--- config.mk ---
export PLATFORM = sky130hd
export DESIGN_NAME = updn_mod_counter
export DESIGN_NICKNAME = d
export VERILOG_FILES = /design/src/rtl/updn_mod_counter.sv
export SDC_FILE = /design/constraint.sdc
export NUM_CORES = 1
export LEC_CHECK = 0
export CORE_AREA = 2 2 39 41
export DETAILED_ROUTE_END_ITERATION = 6
export DIE_AREA = 0 0 41 43
export GPL_ROUTABILITY_DRIVEN = 0
export SYNTH_ARGS = -nofsm -noshare
export SYNTH_HDL_FRONTEND = slang
export SYNTH_SLANG_ARGS = --single-unit
--- constraint.sdc ---
create_clock -name clk -period 2.1 [get_ports clk]
set_clock_uncertainty 0.15 [all_clocks]
set_input_delay 0.42 -clock clk [delete_from_list [all_inputs] [get_ports clk]]
set_output_delay 0.42 -clock clk [all_outputs]
set_load 0.005 [all_outputs]
--- src/rtl/updn_mod_counter.sv ---
// Modulo up/down counter with clear, load, terminal count and wrap pulse.
// Latency: counter and wrap update one edge after controls are sampled; tc is combinational.
// Backpressure: none; en gates counting, clr/load override en each cycle.
// Optional feature macro: UPDN_SAT_EN (honours sat to saturate at the range ends).
module updn_mod_counter #(
    parameter int WIDTH     = 4,
    parameter int MAX       = 15,
    parameter int RESET_VAL = 0
) (
    input  logic             clk,
    input  logic             reset,
    input  logic             en,
    input  logic             up,
    input  logic             clr,
    input  logic             load,
    input  logic [WIDTH-1:0] din,
    input  logic             sat,
    output logic [WIDTH-1:0] counter,
    output logic             tc,
    output logic             wrap
);

    localparam logic [WIDTH-1:0] max_v   = WIDTH'(MAX);
    localparam logic [WIDTH-1:0] reset_v = WIDTH'(RESET_VAL);
    localparam logic [WIDTH-1:0] one_v   = WIDTH'(1);

    logic             at_max;
    logic             at_zero;
    logic             sat_mode;
    logic [WIDTH-1:0] load_val;
    logic [WIDTH-1:0] counter_nxt;
    logic             wrap_nxt;

`ifdef UPDN_SAT_EN
    assign sat_mode = sat;
`else
    // sat is kept on the port so both builds instantiate identically;
    // this build always wraps.
    logic unused_sat;
    assign unused_sat = sat;
    assign sat_mode   = 1'b0;
`endif

    // Range-end detection, terminal count and clamped load value.
    always_comb begin
        at_max   = (counter == max_v);
        at_zero  = (counter == '0);
        tc       = en & ((up & at_max) | (~up & at_zero));
        // Compare one bit wider so the clamp stays a real comparison even
        // when MAX is the largest WIDTH-bit value.
        load_val = ({1'b0, din} > {1'b0, max_v}) ? max_v : din;
    end

    // Next count by priority: clear, load, count step, hold.
    always_comb begin
        counter_nxt = counter;
        wrap_nxt    = 1'b0;
        if (clr) begin
            counter_nxt = '0;
        end else if (load) begin
            counter_nxt = load_val;
        end else if (en) begin
            if (up) begin
                if (!at_max) begin
                    counter_nxt = counter + one_v;
                end else if (!sat_mode) begin
                    counter_nxt = '0;
                    wrap_nxt    = 1'b1;
                end
            end else begin
                if (!at_zero) begin
                    counter_nxt = counter - one_v;
                end else if (!sat_mode) begin
                    counter_nxt = max_v;
                    wrap_nxt    = 1'b1;
                end
            end
        end
    end

    // Count and wrap-pulse registers; reset takes effect immediately.
    always_ff @(posedge clk or posedge reset) begin
        if (reset) begin
            counter <= reset_v;
            wrap    <= 1'b0;
        end else begin
            counter <= counter_nxt;
            wrap    <= wrap_nxt;
        end
    end

endmodule

# Yosys cells after proc, flatten, opt, wreduce, memory -nomap -nowiden

Index checks and enable logic that the tools add are counted.

Flip-flop bits (word level): 5
Bits in latches: 0
RAM bits: 0
Memory bits (read-only): 0
Output and inout port bits: 6
Memories: 0

Add/sub/neg operators: 2
Multipliers: 0
Div/mod/pow operators: 0
Magnitude comparators: 0
Eq/ne operators: 1
Shifts and indexed selects: 0
Mux-type cells: 12
Bitwise logic cells: 5
Reduce and logical (&&, ||, !) cells: 2

Operators by type and width:

| kind                | count |
|---|---|
| $mux 4              | 6 |
| $mux 1              | 6 |
| $add 4x1->4 const B | 1 |
| $eq 4x4->1 const B  | 1 |
| $logic_not 4->1     | 1 |
| $sub 4x1->4 const B | 1 |
| $and 1x1->1         | 3 |
| $reduce_bool 3->1   | 1 |
| $not 1->1           | 1 |
| $or 1x1->1          | 1 |

# Depth between registers and ports, before layout

Gate-level depths: netlist of run 1.

Word-level depth: 6
Mapped depth: 6

# Least setup slack after synthesis of run 1

OpenSTA, ideal clock, no wires.

Path kind: register -> output
From: register counter[0]
To: output tc
Arrival time: 1308 ps
Required time: 1530 ps
Setup slack: 222 ps
Stages on the path, launching flop included: 6
Cell sequence: dfrtp_1 -> inv_1 -> ha_1 -> or3b_1 -> o21ai_0 -> and2_1

Cells in the longest elaborated chain, start to end: 4
Elaborated cells between the ends (all ways): 6
Classes of those cells: eq/ne: 1; bitwise: 4; reduce/logical: 1

Ends and longest elaborated chain:

| element                                              | line   | text |
|---|---|---|
| from (decl)                                          | 18     | `output logic [WIDTH-1:0] counter,` |
| from (signal assigned)                               | 84     | `counter <= reset_v;` |
| from (signal assigned)                               | 87     | `counter <= counter_nxt;` |
| $eq 4x4->1 / $logic_not 4->1 (equally long branches) | 46, 47 |  |
| $and 1x1->1                                          | 48     | `tc = en & ((up & at_max) \| (~up & at_zero));` |
| $or 1x1->1 (*)                                       | 48     |  |
| $and 1x1->1 (*)                                      | 48     |  |
| to (decl)                                            | 19     | `output logic tc,` |

Mark *: on every way between the ends. The rest lies on a longest branch, timed or not.

# Worst setup path in the final report of run 1

From: register counter[1]
To: output tc

Same word-level chain as after synthesis.

==> results of run 1 <==
## final cells by class
cell class	instances	area (um^2)	share of cell area [%]
Multi-Input combinational cell	34	263	39.0
Timing Repair Buffer	24	218	32.3
Sequential cell	5	125	18.6
Clock buffer	4	26.3	3.90
Inverter	6	22.5	3.34
Tap cell	16	20.0	2.97
## cells in the final DEF, fill, tap and decap left out
| cell type | count |
|---|---|
| clkbuf_4 | 3 |
| ha_1 | 1 |
| and3_1 | 1 |
| a21oi_1 | 6 |
| dfrtp_1 | 5 |
| o221ai_1 | 1 |
| o21bai_1 | 1 |
| nand4_1 | 1 |
| a41oi_2 | 1 |
| or3b_4 | 1 |
| xor2_1 | 1 |
| clkdlybuf4s50_1 | 13 |
| clkbuf_1 | 1 |
| or4_1 | 1 |
| a311o_1 | 1 |
| nor2_1 | 2 |
| o21ai_2 | 1 |
| nand2_1 | 4 |
| dlygate4sd2_1 | 1 |
| mux2i_1 | 1 |
| a21bo_1 | 1 |
| inv_1 | 4 |
| ha_4 | 1 |
| nor3b_1 | 1 |
| buf_6 | 1 |
| buf_4 | 9 |
| o31ai_1 | 1 |
| a211oi_1 | 1 |
| mux2_2 | 1 |
| inv_2 | 2 |
| xnor2_1 | 1 |
| and2_4 | 1 |
| o21ai_0 | 2 |
## logic make-up after synthesis
family                   count (synthesis)  synth area share (%)
AO/OA/AOI/OAI                           16                  28.9
XOR/XNOR                                 2                  4.50
adder cells (fa/ha/maj)                  2                  6.43
buffers and inverters                    6                  5.79
flip-flops                               5                  32.2
multiplexers                             2                  5.47
AND/OR/NAND/NOR                         12                  16.7
## through the flow
stage                     area, um^2  setup WS (ns)  cells
after floorplan                  389          0.222     45
after global placement           627         -0.489     85
after detailed placement         627         -0.463     85
after CTS                        659        -0.0638     89
after global routing             674         -0.128     89
final                            674        -0.0492     89
## cell usage after synthesis, drive strengths merged
master  n  area share (%)
dfrtp   5              32
a211oi  1             1.9
nor2    2             1.9
nor3b   1             1.9
a21bo   1             2.6
o21ai   3             3.9
nand4   1             1.6
inv     6             5.8
mux2i   1             2.6
o221ai  1             2.3
xor2    1             2.3
ha      2             6.4
or4     1             1.9
o31ai   1             1.9
and2    1             1.6
and3    1             1.6
a311o   1             2.6
mux2    1             2.9
a21oi   6             7.7
xnor2   1             2.3
a41oi   1             4.2
or3b    1             2.3
o21bai  1             1.9
nand2   4             3.9
## metal layers
layer / vias to the layer above / share of wire, % / global-route usage (%)
li1: 220 / - / -
met1: 205 / 43 / 18.2
met2: 13 / 52 / 20.0
met3: 0 / 5.1 / 6.81
met4: 0 / 0 / 6.00
met5: - / 0 / 0
## flip-flops by register name, summed over array words and instances (netlist names)
name     count
counter      4
wrap         1
## power groups by stage
stage	Combinational, mW	Clock [mW]	Sequential, mW
6_report	0.122	0.107	0.108
5_1_grt	0.136	0.126	0.109
3_3_place_gp	0.113	0	0.109
2_1_floorplan	0.0438	0	0.114
3_5_place_dp	0.114	0	0.109
4_1_cts	0.117	0.113	0.108
## worst register-to-register path, stage by stage, from the launching register on
cell and delay, ns:
dfrtp_1 0.37, buf_4 0.16, ha_1 0.21, buf_4 0.14, mux2_2 0.25, nand2_1 0.08
xnor2_1 0.06, a211oi_1 0.29
## path summary, 6_finish.rpt
kind | cells after the start | slack [ns] | to | from
max reg2reg | 7 | 0.28 | counter[2]$_DFFE_PP0P_ | counter[0]$_DFFE_PP0P_
max | 6 | -0.05 | tc | counter[1]$_DFFE_PP0P_
max in group asynchronous | 2 | 1.42 | counter[1]$_DFFE_PP0P_ | reset
min in group clk | 3 | 0.59 | counter[0]$_DFFE_PP0P_ | din[0]
min | 2 | 0.22 | counter[2]$_DFFE_PP0P_ | reset
min reg2reg | 3 | 0.63 | counter[0]$_DFFE_PP0P_ | counter[3]$_DFFE_PP0P_
## repair_timing
action,in CTS,in global routing
hold buffers,0,0
endpoints found under the setup margin,1,1
resized for setup,9,4
buffers inserted,0,0
pin swaps,3,2
==> impl_metrics.tcl, run 1 <==
set metrics [dict create \
    status "complete, but fails checks" \
    violations "negative setup slack" \
    clk_pin_slew_worst_paths_ns 0.04 \
    total_power_mw 0.337 \
    crit_family "simple AND/OR/NAND/NOR gates" \
    syn_inst 45 \
    die_h_um 43 \
    coreArea_um2 1380 \
    critical_path_required_ns 1.53 \
    syn_area_per_cell_um2 8.65 \
    root_buffer "clkbuf_4" \
    antenna_cells 0 \
    clock_power_share_pct 31.7 \
    final_layout_size_suffix_gt1_share_pct 28.8 \
    die_w_um 41 \
    syn_area_um2 389 \
    fmax_ghz 0.465 \
    crit_fanout 2 \
    max_stage_delay_ns 0.38 \
    min_period_ns 2.15 \
    p_per_area_nw_per_um2 500 \
    rsz0062_at_grt "true" \
    start_util_pct 28.1 \
    clockBufferDepth 2 \
    die_area_um2 1760 \
    p_comb_share_pct 36.1 \
    p_sw_share_pct 26.9 \
    avgRoutedWirePerCell_um 11.0 \
    numPortBuffers 15 \
    worst_slack_ns -0.0492 \
    cts_sinks 5 \
    hold_violations 0 \
    ir_drop_v 0.000349 \
    finalCritPeriodShare_pct 102 \
    critical_path_class "reg2out" \
    syn_nets 58 \
    insertion_delay_ns 0.24 \
    htree_levels 1 \
    grt_max_degree 9 \
    overflow 0 \
    cp_cell_sequence "inv_2, ha_4, or3b_4, o21ai_2, and2_4, buf_6" \
    min_path_type "in2async" \
    vias 438 \
    fin_util_pct 48.7 \
    critPathSlowestCell "or3b_4" \
    wirelength_um 977 \
    tightest_slew_ns 0.259 \
    arrival_ns 1.58 \
    p_leak_nw 0.303 \
    grt_util_all_layers_pct 14.3 \
    start_kind "register" \
    antenna_found_initial 0 \
    p_switching_mw 0.0909 \
    route.detailed.drc 0 \
    fin_tns_setup_ns -0.0492 \
    power_frac_seq_pct 32.1 \
    cap_violations 0 \
    fillers 144 \
    dp_hpwl_um 774 \
    finalSetupViolCount 1 \
    viasPerCell 4.92 \
    io_pins 17 \
    yosysWarnings 0 \
    relSlewSlack_pct 82.6 \
    synth.yosys.seq_area_share_pct 32.2 \
    crit_path_end_kind "output port" \
    drt_iter0_drc 13 \
    ant_nets 0 \
    p_int_mw 0.246 \
    holdWs_ns 0.222 \
    first_pass_iters 4 \
    tritoncts "built" \
    worst-path-buf-inv 2 \
    cts_buffers 3 \
    grt_pass1_vias 388 \
    areaGrowthSynthToFinish_pct 73.3 \
    ys_seq_elements 5 \
    grt_pass1_wl_um 1670 \
    ys_types 25 \
    slew_viol_final 0 \
    rows 14 \
    nets 87 \
]
Note: power is estimated with default switching activity, not from simulation.
==> run 2, diff against run 1 <==
==> constraint.sdc (replaced) <==
create_clock -name clk -period 2.1 [get_ports clk]
set_clock_uncertainty 0.15 [all_clocks]
set_input_delay 0.315 -clock clk [delete_from_list [all_inputs] [get_ports clk]]
set_output_delay 0.315 -clock clk [all_outputs]
set_load 0.005 [all_outputs]
==> impl_metrics.tcl, run 2 (synthesis results as in run 1) <==
set metrics [dict create \
    status "completed" \
    slew_viol_final 0 \
    finalSetupViolCount 0 \
    top_register "counter" \
    start_util_pct 28.1 \
    rsz0062_at_grt "true" \
    vias 425 \
    drt_iter0_drc 2 \
    clockBufferDepth 2 \
    placed_cells 84 \
    tightest_slew_ns 0.284 \
    final_cells 89 \
    insertion_delay_ns 0.24 \
    numPortBuffers 15 \
    crit_family "simple AND/OR/NAND/NOR gates" \
    met2_usage_pct 20.3 \
    largest_reg_flops 4 \
    ant_nets 0 \
    grt_use_met1_pct 16.8 \
    nets 87 \
    p_per_area_nw_per_um2 501 \
    hold_buffers 0 \
    dp_hpwl_um 720 \
    p_comb_share_pct 35.6 \
    hold_violations 0 \
    finalCritPeriodShare_pct 98.2 \
    grt_util_all_layers_pct 13.3 \
    areaGrowthSynthToFinish_pct 73.6 \
    cts_buffers 3 \
    fin_tns_setup_ns 0 \
    antenna_cells 0 \
    rows 14 \
    cts_sinks 5 \
    worst_slack_ns 0.0380 \
    reg_top3 "counter (4), wrap (1)" \
    final_cell_mix "14 x clkdlybuf4s50_1, 9 x buf_4, 6 x a21oi_1" \
    p_switching_mw 0.0910 \
    clk_pin_slew_worst_paths_ns 0.04 \
    cp_cell_sequence "inv_2, ha_4, or3b_4, o21ai_2, and2_4, buf_6" \
    tritoncts "built" \
    met3_usage_pct 5.24 \
    start_kind "register" \
    grt_max_degree 10 \
    crit_fanout 2 \
    critical_path_required_ns 1.63 \
    fmax_ghz 0.485 \
    route.detailed.drc 0 \
    relSlewSlack_pct 81.1 \
    busiest_layer "met2" \
    ir_drop_v 0.000408 \
    wirelength_um 930 \
    min_path_type "in2async" \
    htree_levels 1 \
    worst-path-buf-inv 2 \
    io_pins 17 \
    p_sw_share_pct 26.9 \
    overflow 0 \
    arrival_ns 1.60 \
    die_h_um 43 \
    max_stage_delay_ns 0.39 \
    grt_pass1_wl_um 1590 \
    power_frac_seq_pct 32.5 \
    antenna_found_initial 0 \
    min_period_ns 2.06 \
    die_w_um 41 \
    dp_slack_ns -0.261 \
    layout_commonest_cell "clkdlybuf4s50_1" \
    cap_violations 0 \
    clock_power_share_pct 31.9 \
    grt_pass1_vias 399 \
    critical_path_class "reg2out" \
    p_leak_nw 0.301 \
    root_buffer "clkbuf_4" \
    p_int_mw 0.248 \
    critPathSlowestCell "dfrtp_1" \
    crit_path_end_kind "output port" \
    final_layout_size_suffix_gt1_share_pct 28.8 \
    avgRoutedWirePerCell_um 10.4 \
    die_area_um2 1760 \
    first_pass_iters 4 \
    coreArea_um2 1380 \
    viasPerCell 4.78 \
]
[run 2: cell count changes in the layout (fill, tap and decap cells not counted), sizes merged]
cell / before / now
dlygate4sd2: 1 / 0
clkdlybuf4s50: 13 / 14
[run 2: path summary, 6_finish.rpt]
| check | startpoint | end | slack, ns | cells past startpoint |
|---|---|---|---|---|
| setup / recovery | counter[1]$_DFFE_PP0P_ | tc | 0.04 | 6 |
| max in group asynchronous | reset | counter[0]$_DFFE_PP0P_ | 1.52 | 2 |
| min in group clk | din[0] | counter[0]$_DFFE_PP0P_ | 0.48 | 3 |
| hold reg to reg | counter[1]$_DFFE_PP0P_ | counter[1]$_DFFE_PP0P_ | 0.66 | 5 |
| hold / removal | reset | counter[2]$_DFFE_PP0P_ | 0.12 | 2 |
| setup reg to reg | counter[0]$_DFFE_PP0P_ | counter[2]$_DFFE_PP0P_ | 0.26 | 7 |
[run 2: power groups by stage]
stage / logic (mW) / clock network (mW) / registers [mW]
2_1_floorplan: 0.0438 / 0 / 0.114
3_3_place_gp: 0.109 / 0 / 0.111
3_5_place_dp: 0.110 / 0 / 0.111
4_1_cts: 0.112 / 0.114 / 0.110
5_1_grt: 0.134 / 0.124 / 0.111
6_report: 0.120 / 0.108 / 0.110
[run 2: metrics by stage]
step           util, %  instance area [um^2]  total power, mW  hold WS [ns]
2_1_floorplan        -                   389            0.158       -0.0565
3_3_place_gp      44.8                   619            0.220         0.370
3_5_place_dp      44.8                   619            0.220         0.379
4_1_cts           46.7                   646            0.335         0.117
5_1_grt           48.8                   676            0.369         0.137
6_report          48.8                   676            0.339         0.118
[run 2: what timing repair did]
item | 4_1_cts | 5_1_grt
buffers inserted | 0 | 1
setup endpoints to repair | 1 | 1
pin swaps | 1 | 2
resized for setup | 8 | 4
[run 2: metal layers]
| layer | up-vias | part of all wire, % |
|---|---|---|
| met5 | - | 0 |
| met4 | 0 | 0 |
| met3 | 0 | 5.1 |
| met2 | 11 | 50 |
| met1 | 192 | 44 |
| li1 | 222 | - |
[run 2: cell type report]
type,instances,area [um^2]
Inverter,6,22.5
Sequential cell,5,125
Fill cell,148,708
Tap cell,16,20.0
Multi-Input combinational cell,34,263
Clock buffer,4,26.3
Timing Repair Buffer,24,219
[run 2: worst reg2reg max path, stage by stage (launching register included)]
cell and delay (ns):
dfrtp_1 0.37, buf_4 0.17, ha_1 0.21, buf_4 0.14, mux2_2 0.25, nand2_1 0.08
xnor2_1 0.06, a211oi_1 0.29
==> run 3, diff against run 2 <==
REMOVE_ABC_BUFFERS = 1   (was default)
clock period = 1.8 ns   (was 2.1 ns; I/O delays follow)
==> impl_metrics.tcl, run 3 (synthesis results as in run 1) <==
set metrics [dict create \
    final_cell_mix "14 x clkdlybuf4s50_1, 11 x buf_4, 6 x a21oi_1" \
    cap_violations 0 \
    die_w_um 41 \
    final_cells 91 \
    viasPerCell 4.86 \
    tritoncts "built" \
    drt_iter0_drc 4 \
    clockBufferDepth 2 \
    p_leak_nw 0.309 \
    final_layout_size_suffix_gt1_share_pct 33.3 \
    hold_buffers 0 \
    post_dp_cell_area_um2 627 \
    p_per_area_nw_per_um2 575 \
    placed_cells 85 \
    arrival_ns 1.57 \
    grt_pass1_wl_um 1650 \
    dp_hpwl_um 755 \
    finalSetupViolCount 1 \
    critical_path_required_ns 1.38 \
    clk_pin_slew_worst_paths_ns 0.04 \
    avgRoutedWirePerCell_um 11.4 \
    grt_util_all_layers_pct 14.1 \
    finalCritPeriodShare_pct 111 \
    insertion_delay_ns 0.23 \
    route.detailed.drc 0 \
    reg2reg_slack_ns 0.05 \
    areaGrowthSynthToFinish_pct 79.4 \
    numPortBuffers 15 \
    crit_fanout 2 \
    critical_path_class "reg2out" \
    fin_tns_setup_ns -0.191 \
    rsz0062_at_grt "true" \
    grt_pass1_vias 422 \
    slew_viol_final 0 \
    crit_path_end_kind "output port" \
    largest_reg_flops 4 \
    status "complete, but fails checks" \
    io_pins 17 \
    htree_levels 1 \
    cts_buffers 3 \
    nets 89 \
    start_util_pct 28.1 \
    grt_max_degree 9 \
    cts_sinks 5 \
    first_pass_iters 4 \
    worst_slack_ns -0.191 \
    wirelength_um 1040 \
    coreArea_um2 1380 \
    root_buffer "clkbuf_4" \
    layout_commonest_cell "clkdlybuf4s50_1" \
    antenna_cells 0 \
    relSlewSlack_pct 82.8 \
    violations "negative setup slack" \
    dp_slack_ns -0.465 \
    tightest_slew_ns 0.255 \
    ir_drop_v 0.000446 \
    vias 442 \
    holdWs_ns 0.0944 \
    reg_top3 "counter (4), wrap (1)" \
    top_register "counter" \
    rows 14 \
    final_area_um2 698 \
    die_h_um 43 \
    die_area_um2 1760 \
    overflow 0 \
    fillers 147 \
    antenna_found_initial 0 \
    min_path_type "in2async" \
    fmax_ghz 0.502 \
    min_period_ns 1.99 \
    hold_violations 0 \
    ant_nets 0 \
    start_kind "register" \
]
==> run 3: cell types whose count changed in the layout (fill, tap and decap cells not counted) <==
cell	delta
a211oi_1	-1
a211oi_2	+1
buf_4	+2
ha_1	-1
ha_2	+1
==> run 3: final cells by class <==
| class | count | area [um^2] | area share [%] |
|---|---|---|---|
| multi-input cells | 34 | 270 | 38.7 |
| repair buffers | 26 | 234 | 33.5 |
| flip-flops and latches | 5 | 125 | 17.9 |
| clock buffers | 4 | 26.3 | 3.76 |
| inverters | 6 | 22.5 | 3.23 |
| well taps | 16 | 20.0 | 2.87 |
==> run 3: what timing repair did <==
item / CTS / global route
setup buffers: 2 / 0
gates resized for setup: 9 / 5
setup endpoints to repair: 2 / 4
pin swaps: 3 / 3
hold endpoints to repair: 0 / 0
==> run 3: metrics by stage <==
step,utilization (%),power [mW]
2_1_floorplan,-,0.184
3_3_place_gp,45.3,0.260
3_5_place_dp,45.3,0.259
4_1_cts,49.2,0.398
5_1_grt,50.5,0.430
6_report,50.5,0.401
==> run 3: critical path: stages (launching register included) <==
cell,delay (ns)
dfrtp_1,0.37
inv_2,0.08
ha_4,0.13
or3b_4,0.38
o21ai_2,0.12
and2_4,0.16
buf_6,0.09
==> run 3: final timing paths <==
path                                        start                      to  depth (start not counted)
max                        counter[1]$_DFFE_PP0P_                      tc                          6
min                                         reset  counter[2]$_DFFE_PP0P_                          2
max reg2reg                counter[1]$_DFFE_PP0P_  counter[3]$_DFFE_PP0P_                          6
min reg2reg                counter[3]$_DFFE_PP0P_  counter[3]$_DFFE_PP0P_                          2
max in group asynchronous                   reset  counter[1]$_DFFE_PP0P_                          2
min in group clk                           din[1]  counter[1]$_DFFE_PP0P_                          3
==> run 3: per-layer routing <==
metal | track usage [%] | vias to the layer above | wire [um]
li1 | - | 226 | -
met4 | 8.00 | 0 | 0
met1 | 15.7 | 203 | 438
met2 | 23.1 | 13 | 555
met3 | 3.14 | 0 | 41
met5 | 0 | - | 0
==> run 3: where the power goes <==
part | internal [mW] | switching [mW] | total [mW]
registers | 0.120 | 0.00657 | 0.127
logic | 0.0905 | 0.0604 | 0.151
clock network | 0.0834 | 0.0401 | 0.123
total | 0.294 | 0.107 | 0.401
